===== src/rtl/cpu_pkg.sv =====
// Shared definitions for the memory port arbiter.
//   state_t   : arbiter FSM encoding (IDLE / ISSUE / WAIT)
//   req_id_t  : requester identifiers (loader, dmem, ifetch)
package cpu_pkg;

  typedef enum logic [1:0] {
    IDLE  = 2'd0,
    ISSUE = 2'd1,
    WAIT  = 2'd2
  } state_t;

  typedef enum logic [1:0] {
    ID_LD = 2'd0,
    ID_DM = 2'd1,
    ID_IF = 2'd2
  } req_id_t;

endpackage


===== src/rtl/mem_port_arbiter_if.sv =====
// Bundle of requester handshakes and memory-macro signals around the
// memory port arbiter.
//   master : requester/memory side (drives reqs and mem_rdata)
//   slave  : arbiter side (drives acks, rdata, memory controls, busy)
interface mem_port_arbiter_if #(
  parameter int ADDR_W = 14,
  parameter int DATA_W = 32
);

  logic              if_req;
  logic [ADDR_W-1:0] if_addr;
  logic              if_ack;
  logic [DATA_W-1:0] if_rdata;

  logic              dm_req;
  logic              dm_we;
  logic [ADDR_W-1:0] dm_addr;
  logic [DATA_W-1:0] dm_wdata;
  logic              dm_ack;
  logic [DATA_W-1:0] dm_rdata;

  logic              ld_req;
  logic [ADDR_W-1:0] ld_addr;
  logic [DATA_W-1:0] ld_wdata;
  logic              ld_ack;

  logic              mem_en;
  logic              mem_we;
  logic [ADDR_W-1:0] mem_addr;
  logic [DATA_W-1:0] mem_wdata;
  logic [DATA_W-1:0] mem_rdata;

  logic              busy;

  modport master (
    output if_req, if_addr,
    input  if_ack, if_rdata,
    output dm_req, dm_we, dm_addr, dm_wdata,
    input  dm_ack, dm_rdata,
    output ld_req, ld_addr, ld_wdata,
    input  ld_ack,
    input  mem_en, mem_we, mem_addr, mem_wdata,
    output mem_rdata,
    input  busy
  );

  modport slave (
    input  if_req, if_addr,
    output if_ack, if_rdata,
    input  dm_req, dm_we, dm_addr, dm_wdata,
    output dm_ack, dm_rdata,
    input  ld_req, ld_addr, ld_wdata,
    output ld_ack,
    output mem_en, mem_we, mem_addr, mem_wdata,
    input  mem_rdata,
    output busy
  );

endinterface


===== src/rtl/arb_priority_sel.sv =====
// Combinational winner select for the memory port arbiter.
// Ports:
//   ld_req, dm_req, if_req : pending requests
//   starved                : ifetch has lost enough arbitrations to outrank dmem
//   gnt_valid              : at least one request pending
//   gnt_id                 : winning requester (meaningful when gnt_valid)
module arb_priority_sel
  import cpu_pkg::*;
(
  input  logic    ld_req,
  input  logic    dm_req,
  input  logic    if_req,
  input  logic    starved,
  output logic    gnt_valid,
  output req_id_t gnt_id
);

  always_comb begin
    gnt_valid = ld_req | dm_req | if_req;
    gnt_id    = ID_LD;
    if (ld_req) begin
      gnt_id = ID_LD;
    end else if (if_req && (starved || !dm_req)) begin
      // a starved ifetch jumps ahead of dmem, never ahead of the loader
      gnt_id = ID_IF;
    end else if (dm_req) begin
      gnt_id = ID_DM;
    end
  end

endmodule


===== src/rtl/mem_port_arbiter.sv =====
// Shares the single-port instruction/data RAM between the UART loader,
// the dmem stage and instruction fetch. Fixed priority loader > dmem >
// ifetch, with a starvation guard that lets ifetch beat dmem.
// Ports:
//   clock : system clock, rising edge
//   reset : synchronous, active-low
//   bus   : requester handshakes, memory-macro signals and busy
//
// state | meaning
// ------+----------------------------------------------------------
// IDLE  | no transaction; arbitrate and register winner/addr/data
// ISSUE | mem_en high for one cycle; writes ack here
// WAIT  | read latency countdown; ack with mem_rdata at zero
module mem_port_arbiter
  import cpu_pkg::*;
#(
  parameter int ADDR_W     = 14,
  parameter int DATA_W     = 32,
  parameter int RD_LAT     = 1,
  parameter int STARVE_MAX = 4
) (
  input  logic              clock,
  input  logic              reset,
  mem_port_arbiter_if.slave bus
);

  localparam int LAT_W = (RD_LAT > 1) ? $clog2(RD_LAT) : 1;
  localparam int SC_W  = $clog2(STARVE_MAX + 1);

  state_t            state, state_nxt;
  req_id_t           win_id;
  logic [ADDR_W-1:0] addr_q;
  logic [DATA_W-1:0] wdata_q;
  logic              we_q;
  logic [LAT_W-1:0]  lat_cnt;
  logic [SC_W-1:0]   starve_cnt;
  logic [DATA_W-1:0] if_rdata_q;
  logic [DATA_W-1:0] dm_rdata_q;

  logic              starved;
  logic              sel_valid;
  req_id_t           sel_id;
  logic [ADDR_W-1:0] sel_addr;
  logic [DATA_W-1:0] sel_wdata;
  logic              sel_we;
  logic              grant;
  logic              ack_any;
  logic              ack_ok;
  logic              read_done;
  logic              if_deliver;
  logic              dm_deliver;

  assign starved = (starve_cnt >= SC_W'(STARVE_MAX));

  arb_priority_sel u_sel (
    .ld_req    (bus.ld_req),
    .dm_req    (bus.dm_req),
    .if_req    (bus.if_req),
    .starved   (starved),
    .gnt_valid (sel_valid),
    .gnt_id    (sel_id)
  );

  always_comb begin
    sel_addr  = bus.if_addr;
    sel_wdata = '0;
    sel_we    = 1'b0;
    case (sel_id)
      ID_LD: begin
        sel_addr  = bus.ld_addr;
        sel_wdata = bus.ld_wdata;
        sel_we    = 1'b1;
      end
      ID_DM: begin
        sel_addr  = bus.dm_addr;
        sel_wdata = bus.dm_wdata;
        sel_we    = bus.dm_we;
      end
      default: ;
    endcase
  end

  assign grant = (state == IDLE) && sel_valid;

  always_comb begin
    state_nxt = state;
    ack_any   = 1'b0;
    case (state)
      IDLE: begin
        if (sel_valid) state_nxt = ISSUE;
      end
      ISSUE: begin
        if (we_q) begin
          ack_any   = 1'b1;
          state_nxt = IDLE;
        end else begin
          state_nxt = WAIT;
        end
      end
      WAIT: begin
        if (lat_cnt == '0) begin
          ack_any   = 1'b1;
          state_nxt = IDLE;
        end
      end
      default: state_nxt = IDLE;
    endcase
  end

  // Reset is synchronous, but an ack must never show for a transaction
  // that the coming edge aborts, so completions are qualified by reset.
  assign ack_ok     = ack_any & reset;
  assign read_done  = ack_ok & (state == WAIT);
  assign if_deliver = read_done & (win_id == ID_IF);
  assign dm_deliver = read_done & (win_id == ID_DM);

  always_ff @(posedge clock) begin
    if (!reset) begin
      state      <= IDLE;
      win_id     <= ID_LD;
      addr_q     <= '0;
      wdata_q    <= '0;
      we_q       <= 1'b0;
      lat_cnt    <= '0;
      starve_cnt <= '0;
      if_rdata_q <= '0;
      dm_rdata_q <= '0;
    end else begin
      state <= state_nxt;

      if (grant) begin
        win_id  <= sel_id;
        addr_q  <= sel_addr;
        wdata_q <= sel_wdata;
        we_q    <= sel_we;
        if (sel_id == ID_IF) begin
          starve_cnt <= '0;
        end else if (bus.if_req && !starved) begin
          starve_cnt <= starve_cnt + SC_W'(1);
        end
      end

      if (state == ISSUE) begin
        lat_cnt <= LAT_W'(RD_LAT - 1);
      end else if ((state == WAIT) && (lat_cnt != '0)) begin
        lat_cnt <= lat_cnt - LAT_W'(1);
      end

      if (if_deliver) if_rdata_q <= bus.mem_rdata;
      if (dm_deliver) dm_rdata_q <= bus.mem_rdata;
    end
  end

  assign bus.mem_en    = (state == ISSUE) & reset;
  assign bus.mem_we    = we_q;
  assign bus.mem_addr  = addr_q;
  assign bus.mem_wdata = wdata_q;

  assign bus.ld_ack = ack_ok & (win_id == ID_LD);
  assign bus.dm_ack = ack_ok & (win_id == ID_DM);
  assign bus.if_ack = ack_ok & (win_id == ID_IF);

  // read data passes straight through in the ack cycle, then holds
  assign bus.if_rdata = if_deliver ? bus.mem_rdata : if_rdata_q;
  assign bus.dm_rdata = dm_deliver ? bus.mem_rdata : dm_rdata_q;

  assign bus.busy = (state != IDLE);

endmodule


===== src/flat_wrapper.sv =====
// flat-port wrapper written by rule: the top's interface ports become plain ports
module mem_port_arbiter_flat import cpu_pkg::*;
#(
  parameter int ADDR_W     = 14,
  parameter int DATA_W     = 32,
  parameter int RD_LAT     = 1,
  parameter int STARVE_MAX = 4
)
  (clock, reset, bus_if_req, bus_if_addr, bus_if_ack, bus_if_rdata, bus_dm_req, bus_dm_we, bus_dm_addr, bus_dm_wdata, bus_dm_ack, bus_dm_rdata, bus_ld_req, bus_ld_addr, bus_ld_wdata, bus_ld_ack, bus_mem_en, bus_mem_we, bus_mem_addr, bus_mem_wdata, bus_mem_rdata, bus_busy);
  mem_port_arbiter_if #(.ADDR_W(ADDR_W), .DATA_W(DATA_W)) bus_i ();
  input  logic clock;
  input  logic reset;
  input wire logic [$bits(bus_i.if_req)-1:0] bus_if_req;
  input wire logic [$bits(bus_i.if_addr)-1:0] bus_if_addr;
  output wire logic [$bits(bus_i.if_ack)-1:0] bus_if_ack;
  output wire logic [$bits(bus_i.if_rdata)-1:0] bus_if_rdata;
  input wire logic [$bits(bus_i.dm_req)-1:0] bus_dm_req;
  input wire logic [$bits(bus_i.dm_we)-1:0] bus_dm_we;
  input wire logic [$bits(bus_i.dm_addr)-1:0] bus_dm_addr;
  input wire logic [$bits(bus_i.dm_wdata)-1:0] bus_dm_wdata;
  output wire logic [$bits(bus_i.dm_ack)-1:0] bus_dm_ack;
  output wire logic [$bits(bus_i.dm_rdata)-1:0] bus_dm_rdata;
  input wire logic [$bits(bus_i.ld_req)-1:0] bus_ld_req;
  input wire logic [$bits(bus_i.ld_addr)-1:0] bus_ld_addr;
  input wire logic [$bits(bus_i.ld_wdata)-1:0] bus_ld_wdata;
  output wire logic [$bits(bus_i.ld_ack)-1:0] bus_ld_ack;
  output wire logic [$bits(bus_i.mem_en)-1:0] bus_mem_en;
  output wire logic [$bits(bus_i.mem_we)-1:0] bus_mem_we;
  output wire logic [$bits(bus_i.mem_addr)-1:0] bus_mem_addr;
  output wire logic [$bits(bus_i.mem_wdata)-1:0] bus_mem_wdata;
  input wire logic [$bits(bus_i.mem_rdata)-1:0] bus_mem_rdata;
  output wire logic [$bits(bus_i.busy)-1:0] bus_busy;
  assign bus_i.if_req = bus_if_req;
  assign bus_i.if_addr = bus_if_addr;
  assign bus_if_ack = bus_i.if_ack;
  assign bus_if_rdata = bus_i.if_rdata;
  assign bus_i.dm_req = bus_dm_req;
  assign bus_i.dm_we = bus_dm_we;
  assign bus_i.dm_addr = bus_dm_addr;
  assign bus_i.dm_wdata = bus_dm_wdata;
  assign bus_dm_ack = bus_i.dm_ack;
  assign bus_dm_rdata = bus_i.dm_rdata;
  assign bus_i.ld_req = bus_ld_req;
  assign bus_i.ld_addr = bus_ld_addr;
  assign bus_i.ld_wdata = bus_ld_wdata;
  assign bus_ld_ack = bus_i.ld_ack;
  assign bus_mem_en = bus_i.mem_en;
  assign bus_mem_we = bus_i.mem_we;
  assign bus_mem_addr = bus_i.mem_addr;
  assign bus_mem_wdata = bus_i.mem_wdata;
  assign bus_i.mem_rdata = bus_mem_rdata;
  assign bus_busy = bus_i.busy;
  mem_port_arbiter #(.ADDR_W(ADDR_W), .DATA_W(DATA_W), .RD_LAT(RD_LAT), .STARVE_MAX(STARVE_MAX)) u_core (.clock(clock), .reset(reset), .bus(bus_i));
endmodule

===== config.mk =====
export PLATFORM = sky130hd
export DESIGN_NAME = mem_port_arbiter_flat
export DESIGN_NICKNAME = d
export VERILOG_FILES = /design/src/rtl/cpu_pkg.sv /design/src/rtl/mem_port_arbiter_if.sv /design/src/rtl/arb_priority_sel.sv /design/src/rtl/mem_port_arbiter.sv /design/src/flat_wrapper.sv
export SDC_FILE = /design/constraint.sdc
export NUM_CORES = 1
export LEC_CHECK = 0
export ABC_CLOCK_PERIOD_IN_PS = 4400
export CORE_AREA = 2 2 101 103
export CTS_CLUSTER_DIAMETER = 30
export DETAILED_ROUTE_END_ITERATION = 8
export DIE_AREA = 0 0 103 105
export DONT_BUFFER_PORTS = 1
export GPL_ROUTABILITY_DRIVEN = 1
export PLACE_DENSITY_LB_ADDON = 0.05
export SLEW_MARGIN = 20
export SYNTH_ARGS = -nofsm -noshare
export SYNTH_HDL_FRONTEND = slang
export SYNTH_SLANG_ARGS = --single-unit

===== constraint.sdc =====
create_clock -name clock -period 4.4 [get_ports clock]
set_input_delay 0.88 -clock clock [delete_from_list [all_inputs] [get_ports clock]]
set_output_delay 0.88 -clock clock [all_outputs]
set_load 0.1 [all_outputs]

==> results.ini, run 1 <==
[status]
status = finished clean

[floorplanning]
initial_core_util_pct = 52.14
num_rows = 36
pin_count = 260
die_area_um2 = 10820
die_w_um = 103
core_um2 = 9639
die_h_um = 105

[global_route]
grtUsageMet2_pct = 39.19
grt_pass1_wl_um = 18900
grtUsageTotal_pct = 22.69
top_usage_layer = met2
met3_usage_pct = 6.288
gr-usage-met1_pct = 25.51
grt_pass1_vias = 3597
gr-total-overflow = 0
antenna_found_initial = 0
grt_max_degree = 63

[yosys]
synth.most_common_cell = dfxtp_1
ys_seq_elements = 119
ys_seq_area_share_pct = 47.40
yosys-top-cells-count = 119 x dfxtp_1, 64 x mux2_2, 58 x a22o_1, 57 x nand2_1, 48 x o21ai_0
synth-simple-area-share_pct = 7.792
muxShareOfSynthArea_pct = 14.34
synth_edf_count = 0
async_flop_share_pct = 0
netlist_instances = 486
synth_area_um2 = 5026
yosys.area.top_type = dfxtp_1
yosys.area_share.adder_pct = 0.9958
yosysTopAreaCellShare_pct = 47.40
synth_compound_area_share_pct = 25.29
ys_warn_count = 0
syn_nets = 634
synth_top_family_by_area = compound AO/OA/AOI/OAI gates
syn_avg_cell_area_um2 = 10.34
synth_xor_area_share_pct = 0.1743
netlist_top_cells_area = dfxtp_1 47%, mux2_2 14%, a22o_1 10%, a22oi_1 4.9%, o21ai_0 4.8%
ys.flop_type = dfxtp_1
synth_cell_types = 36

[clock_tree]
clock_path_buffers = 2
cts_resized = 0
ctsHoldBuffers = 0
clkLatencyLatePin_ns = 0.51
root_buffer = clkbuf_8
cts_num_sinks = 119
path_clk_slew_ns = 0.06
cts_buffers = 17
post_cts_buffers = 0
h-tree-depth = 4
cts_tree = done

[timing]
rsz0062_at_grt = false
hold_viol = 0
fin_skew_ns = 0.009582
slew_violations = 0
post-route-period-util_pct = 86.21
timing.fmax_mhz = 263.6
max_slew_margin_pct = 28.61
tns_ns = 0
worst_pin_slew_ns = 1.066
finalSetupViolations = 0
period_minus_slack_ns = 3.793

[pwr]
combPwrFrac_pct = 6.1
powerDensity_nw_per_um2 = 520.3
clkPwrFrac_pct = 46.2
internal_power_mw = 2.059
switching_share_pct = 32.09
ir_worst_vdd_mv = 0.2558
p_leak_nw = 2.254
power.total_mw = 3.032
p_seq_share_pct = 47.7
switchingPower_uw = 972.9

[place]
dp_hpwl_um = 8644
io_buffers = 0
routabilityCongestion = 0.7641

[routing]
dr.pass1.iters = 4
vias = 3748
ant_nets = 0
wl_per_cell_um = 20.31
wirelength_um = 12620
first_iter_violations = 150
via_per_inst = 6.035
drc = 0

[critical_path]
cp_data_arrival_time_ns = 2.91
critPathCaptureType = output pin
worstPathMaxFanout = 62
crit_path_start_kind = flip-flop
worstPathRequired_ns = 3.52
criticalPathCategory = flip-flop to output pin

[final_layout]
nets = 623
drive_gt1_share_pct = 24.59
antenna_cells = 0
area_growth_pct = 15.93
fillers = 855

[flow_run]
max-cap-violations = 0

[hold_path]
hold_class = flip-flop to flip-flop

cells in the final DEF (no fill, tap or decap), drive strengths merged:
cell type / netlist / routed
a211oi: 2 / 2
or3b: 1 / 1
a21boi: 1 / 1
o21ai: 48 / 48
nor3: 2 / 2
nand2: 57 / 57
nor4: 1 / 1
o21bai: 2 / 2
a2111oi: 2 / 2
or3: 1 / 1
dfxtp: 119 / 119
or2: 1 / 1
nor4b: 2 / 2
nor2b: 2 / 2
a21oi: 5 / 5
a222oi: 14 / 14
bufinv: 0 / 3
clkinv: 1 / 5
o21a: 1 / 1
clkinvlp: 0 / 2
xnor2: 1 / 1
nor3b: 1 / 1
ha: 4 / 4
inv: 5 / 11
nor2: 3 / 3
nand2b: 2 / 2
clkbuf: 17 / 17
and2: 9 / 9
a22o: 58 / 58
and3: 1 / 1
a22oi: 33 / 33
nand3: 1 / 1
nand4: 1 / 1
mux2: 64 / 64
buf: 23 / 10
a41o: 1 / 1
through the flow:
step	hold WS (ns)	cells	instance area, um^2	util [%]	worst slack [ns]
3_3_place_gp	0.4439	588	5179	53.73	1.008
5_1_grt	0.4691	621	5827	60.45	0.4858
6_report	0.4550	621	5827	60.45	0.6070
2_1_floorplan	0.4355	486	5044	-	0.2200
3_5_place_dp	0.4519	588	5179	53.73	0.9431
4_1_cts	0.4603	620	5784	60.01	0.5822
power groups by stage:
| stage | Sequential (mW) | Combinational (mW) | Clock [mW] |
|---|---|---|---|
| floorplan | 1.46 | 0.139 | 0 |
| global placement | 1.47 | 0.175 | 0 |
| detailed placement | 1.47 | 0.180 | 0 |
| CTS | 1.45 | 0.180 | 1.43 |
| global route | 1.45 | 0.205 | 1.48 |
| finish | 1.45 | 0.186 | 1.40 |
logic make-up (layout without fill, tap and decap cells):
family / count (synthesis) / count (layout)
AO/OA/AOI/OAI: 167 / 167
flip-flops: 119 / 119
AND/OR/NAND/NOR: 85 / 85
multiplexers: 64 / 64
buffers and inverters: 46 / 48
adder cells (fa/ha/maj): 4 / 4
XOR/XNOR: 1 / 1
state kept, by name (all words and copies together), names as in the netlist:
name	flops
u_core.bus.mem_wdata	32
u_core.dm_rdata_q	32
u_core.if_rdata_q	32
u_core.bus.mem_addr	14
u_core.starve_cnt	3
u_core.state	2
u_core.win_id	2
u_core.bus.mem_we	1
u_core.lat_cnt	1
worst paths after layout:
kind	startpoint	to	slack, ns	cells past startpoint
worst min-delay path	u_core.starve_cnt[1]	u_core.starve_cnt[1]	0.45	2
worst min register to register	u_core.starve_cnt[1]	u_core.starve_cnt[1]	0.45	2
worst max-delay path	u_core.state[0]	bus_if_rdata[7]	0.61	6
worst max register to register	u_core.state[0]	u_core.if_rdata_q[29]	1.63	7
cell type report:
| class | instances | area [um^2] | share of cell area, % |
|---|---|---|---|
| Timing Repair Buffer | 10 | 120.1 | 2.061 |
| Multi-Input combinational cell | 321 | 2530 | 43.42 |
| Clock inverter | 15 | 191.4 | 3.285 |
| Sequential cell | 119 | 2382 | 40.88 |
| Inverter | 6 | 22.52 | 0.3865 |
| Tap cell | 133 | 166.4 | 2.856 |
| Clock buffer | 17 | 414.1 | 7.108 |
critical path, stage by stage (launching register included):
cell,delay (ns)
dfxtp_1,0.35
inv_1,0.07
ha_1,0.28
nand2_1,0.27
a2111oi_4,0.47
buf_12,0.34
mux2_2,0.61
per-layer routing:
metal,up-vias,part of all wire [%]
met5,-,0
met3,20,7.5
met4,0,2.2
li1,1806,-
met2,161,52
met1,1761,38
No activity file was read; power rests on OpenSTA's default activity.
==> run 2, diff against run 1 <==
Settings changed: GPL_TIMING_DRIVEN set to 1, SYNTH_HIERARCHICAL set to 1.
==> results.ini, run 2 <==
[yosys]
async_flop_share_pct = 0  ; unchanged
synth_edf_count = 0  ; unchanged
yosys.area.top_type = dfxtp_1
synth_cell_types = 29  ; -19%
ys.flop_type = dfxtp_1
netlist_top_cells_area = dfxtp_1 44%, mux2_2 20%, a22o_1 9.4%, a22oi_1 4.6%, nand2_1 3.5%
netlist_instances = 532  ; +9.5%
syn_avg_cell_area_um2 = 10.15  ; -1.8%
yosysTopAreaCellShare_pct = 44.11  ; -3.3 points
ys_seq_elements = 119  ; unchanged
syn_nets = 681  ; +7.4%
ys_warn_count = 6  ; +6
yosys-top-cells-count = 119 x dfxtp_1, 95 x mux2_2, 58 x a22o_1, 50 x nand2_1, 39 x nor2_1
ys_seq_area_share_pct = 44.11  ; -3.3 points
synth.most_common_cell = dfxtp_1
synth_area_um2 = 5400  ; +7.4%

[floorplanning]
die_w_um = 103  ; unchanged
die_h_um = 105  ; unchanged
die_area_um2 = 10820  ; unchanged
num_rows = 36  ; unchanged
core_um2 = 9639  ; unchanged
pin_count = 260  ; unchanged
initial_core_util_pct = 56.02  ; +3.9 points

[pwr]
p_leak_nw = 2.452  ; +8.8%
combPwrFrac_pct = 8.6  ; +2.5 points
switching_share_pct = 32.16  ; +0.073 points
clkPwrFrac_pct = 44.9  ; -1.3 points
p_seq_share_pct = 46.5  ; -1.2 points
ir_worst_vdd_mv = 0.3370  ; +32%
powerDensity_nw_per_um2 = 510.0  ; -2.0%
internal_power_mw = 2.144  ; +4.1%
switchingPower_mw = 1.016  ; +4.5%

[critical_path]
crit_path_start_kind = flip-flop
r2r_slack_ns = 1.58  ; -0.05 ns
endpoint = bus_if_rdata[23]
rr_startpoint = u_core/state[0]
worstPathMaxFanout = 53  ; -15%
max_stage_delay_ns = 0.63  ; +0.02 ns
reg2regPathDepth = 7  ; unchanged
crit_chain = inv_1 -> ha_1 -> nand2_2 -> a2111oi_4 -> buf_4 -> mux2_2
critPathCaptureType = output pin
timing.rr.end = u_core/if_rdata_q[20]
worstPathRequired_ns = 3.52  ; about the same
cp_data_arrival_time_ns = 2.96  ; +0.05 ns
criticalPathCategory = flip-flop to output pin
crit_slowest_cell = mux2_2
crit_start = u_core/state[0]

[timing]
finalSetupViolations = 0  ; unchanged
whs_ns = 0.4686  ; +0.01360 ns
post-route-period-util_pct = 87.30  ; +1.1 points
max_slew_margin_pct = 32.42  ; +3.8 points
finalWorstSetupSlack_ns = 0.5588  ; -0.04814 ns
fin_skew_ns = 0.008734  ; -0.0008487 ns
hold_viol = 0  ; unchanged
period_minus_slack_ns = 3.841  ; +0.04814 ns
rsz0062_at_grt = false
slew_violations = 0  ; unchanged
tns_ns = 0  ; unchanged
timing.fmax_mhz = 260.3  ; -1.3%
worst_pin_slew_ns = 1.012  ; -0.05398 ns

[status]
status = finished clean

[global_route]
top_usage_layer = met2
antenna_found_initial = 0  ; unchanged
met3_usage_pct = 7.224  ; +0.94 points
grt_pass1_vias = 3770  ; +4.8%
gr-usage-met1_pct = 26.20  ; +0.68 points
grt_max_degree = 62  ; -1.6%
grtUsageMet2_pct = 36.22  ; -3.0 points
grt_pass1_wl_um = 18830  ; -0.37%
gr-total-overflow = 0  ; unchanged
grtUsageTotal_pct = 21.93  ; -0.76 points

[final_layout]
drive_gt1_share_pct = 28.22  ; +3.6 points
final_cell_mix = 119 x dfxtp_1, 95 x mux2_2, 58 x a22o_1
antenna_cells = 0  ; unchanged
area_growth_pct = 14.76
design_area_um2 = 6197  ; +6.4%
final_common_cell = dfxtp_1
nets = 671  ; +7.7%
layout.cells.non_filler = 668  ; +7.6%

[place]
placed_area_um2 = 5582  ; +7.8%
dp_slack_ns = 0.9269  ; -0.01615 ns
routabilityCongestion = 0.7699  ; +0.76%
io_buffers = 0  ; unchanged
dp_hpwl_um = 8378  ; -3.1%
dp.cells = 636  ; +8.2%

[routing]
first_iter_violations = 151  ; +0.67%
drc = 0  ; unchanged
wl_per_cell_um = 18.60  ; -8.4%
vias = 3950  ; +5.4%
via_per_inst = 5.913  ; -2.0%
dr.pass1.iters = 5  ; +1
wirelength_um = 12430  ; -1.5%
ant_nets = 0  ; unchanged

[clock_tree]
clkLatencyLatePin_ns = 0.50  ; about the same
post_cts_buffers = 0  ; unchanged
cts_buffers = 17  ; unchanged
h-tree-depth = 4  ; unchanged
cts_resized = 0  ; unchanged
cts_num_sinks = 119  ; unchanged
clock_path_buffers = 2  ; unchanged
ctsHoldBuffers = 0  ; unchanged
path_clk_slew_ns = 0.06  ; about the same
root_buffer = clkbuf_8
cts_tree = done

[flow_run]
max-cap-violations = 0  ; unchanged

[hold_path]
hold_class = flip-flop to flip-flop

==> run 2: how the worst min path moves through the flow <==
stage,start,to,cells after the start
floorplan,u_core/dm_rdata_q[28],u_core/dm_rdata_q[28],1
global placement,u_core/dm_rdata_q[28],u_core/dm_rdata_q[28],1
detailed placement,u_core/if_rdata_q[9],u_core/if_rdata_q[9],1
CTS,u_core/dm_rdata_q[28],u_core/dm_rdata_q[28],1
global route,reset,u_core/if_rdata_q[4],1
finish,u_core/dm_rdata_q[20],u_core/dm_rdata_q[20],1
==> run 2: per-layer routing <==
metal / routed length, um / share of wire [%]
met5: 0 / 0
met4: 195 / 1.6
met3: 934 / 7.5
met2: 6149 / 49
met1: 5145 / 41
==> run 2: power by group through the flow <==
stage	registers (mW)	clock network (mW)	logic, mW
3_3_place_gp	1.49	0	0.265
3_5_place_dp	1.49	0	0.273
6_report	1.47	1.42	0.270
2_1_floorplan	1.49	0	0.215
4_1_cts	1.47	1.44	0.273
5_1_grt	1.48	1.50	0.301
==> run 2: layout make-up <==
type / count / area [um^2]
inverters: 9 / 33.78
multi-input cells: 361 / 2869
well taps: 133 / 166.4
clock buffers: 18 / 417.9
flip-flops and latches: 119 / 2382
fillers: 816 / 3442
repair buffers: 14 / 130.1
clock inverters: 14 / 197.7
==> run 2: critical path: cells and delay by family, from the launching register on <==
| kind | cells | cell delay (ns) |
|---|---|---|
| AOI/OAI and AO/OA | 1 | 0.35 |
| adders and majority gates | 1 | 0.30 |
| buffers and inverters | 2 | 0.62 |
| DFF | 1 | 0.35 |
| muxes | 1 | 0.63 |
| and+or+nand+nor | 1 | 0.16 |
==> run 2: cell families (layout without fill, tap and decap cells) <==
family | count (synthesis) | after routing | share of synthesized area [%]
fa+ha+maj | 5 | 5 | 1.158
simple gates | 112 | 112 | 8.920
buf+inv | 52 | 55 | 3.939
compound gates | 132 | 132 | 18.88
flops | 119 | 119 | 44.11
mux | 112 | 112 | 22.98
==> run 2: metrics by stage <==
| stage | power (mW) | utilization (%) |
|---|---|---|
| 2_1_floorplan | 1.704 | - |
| 3_3_place_gp | 1.758 | 57.90 |
| 3_5_place_dp | 1.766 | 57.90 |
| 4_1_cts | 3.188 | 64.29 |
| 5_1_grt | 3.279 | 64.29 |
| 6_report | 3.160 | 64.29 |
==> run 3, diff against run 2 <==
Settings changed: SKIP_LAST_GASP set to 1.
==> results of run 3 <==
Same layout as run 2: the final DEF is identical, and so are final timing and power.
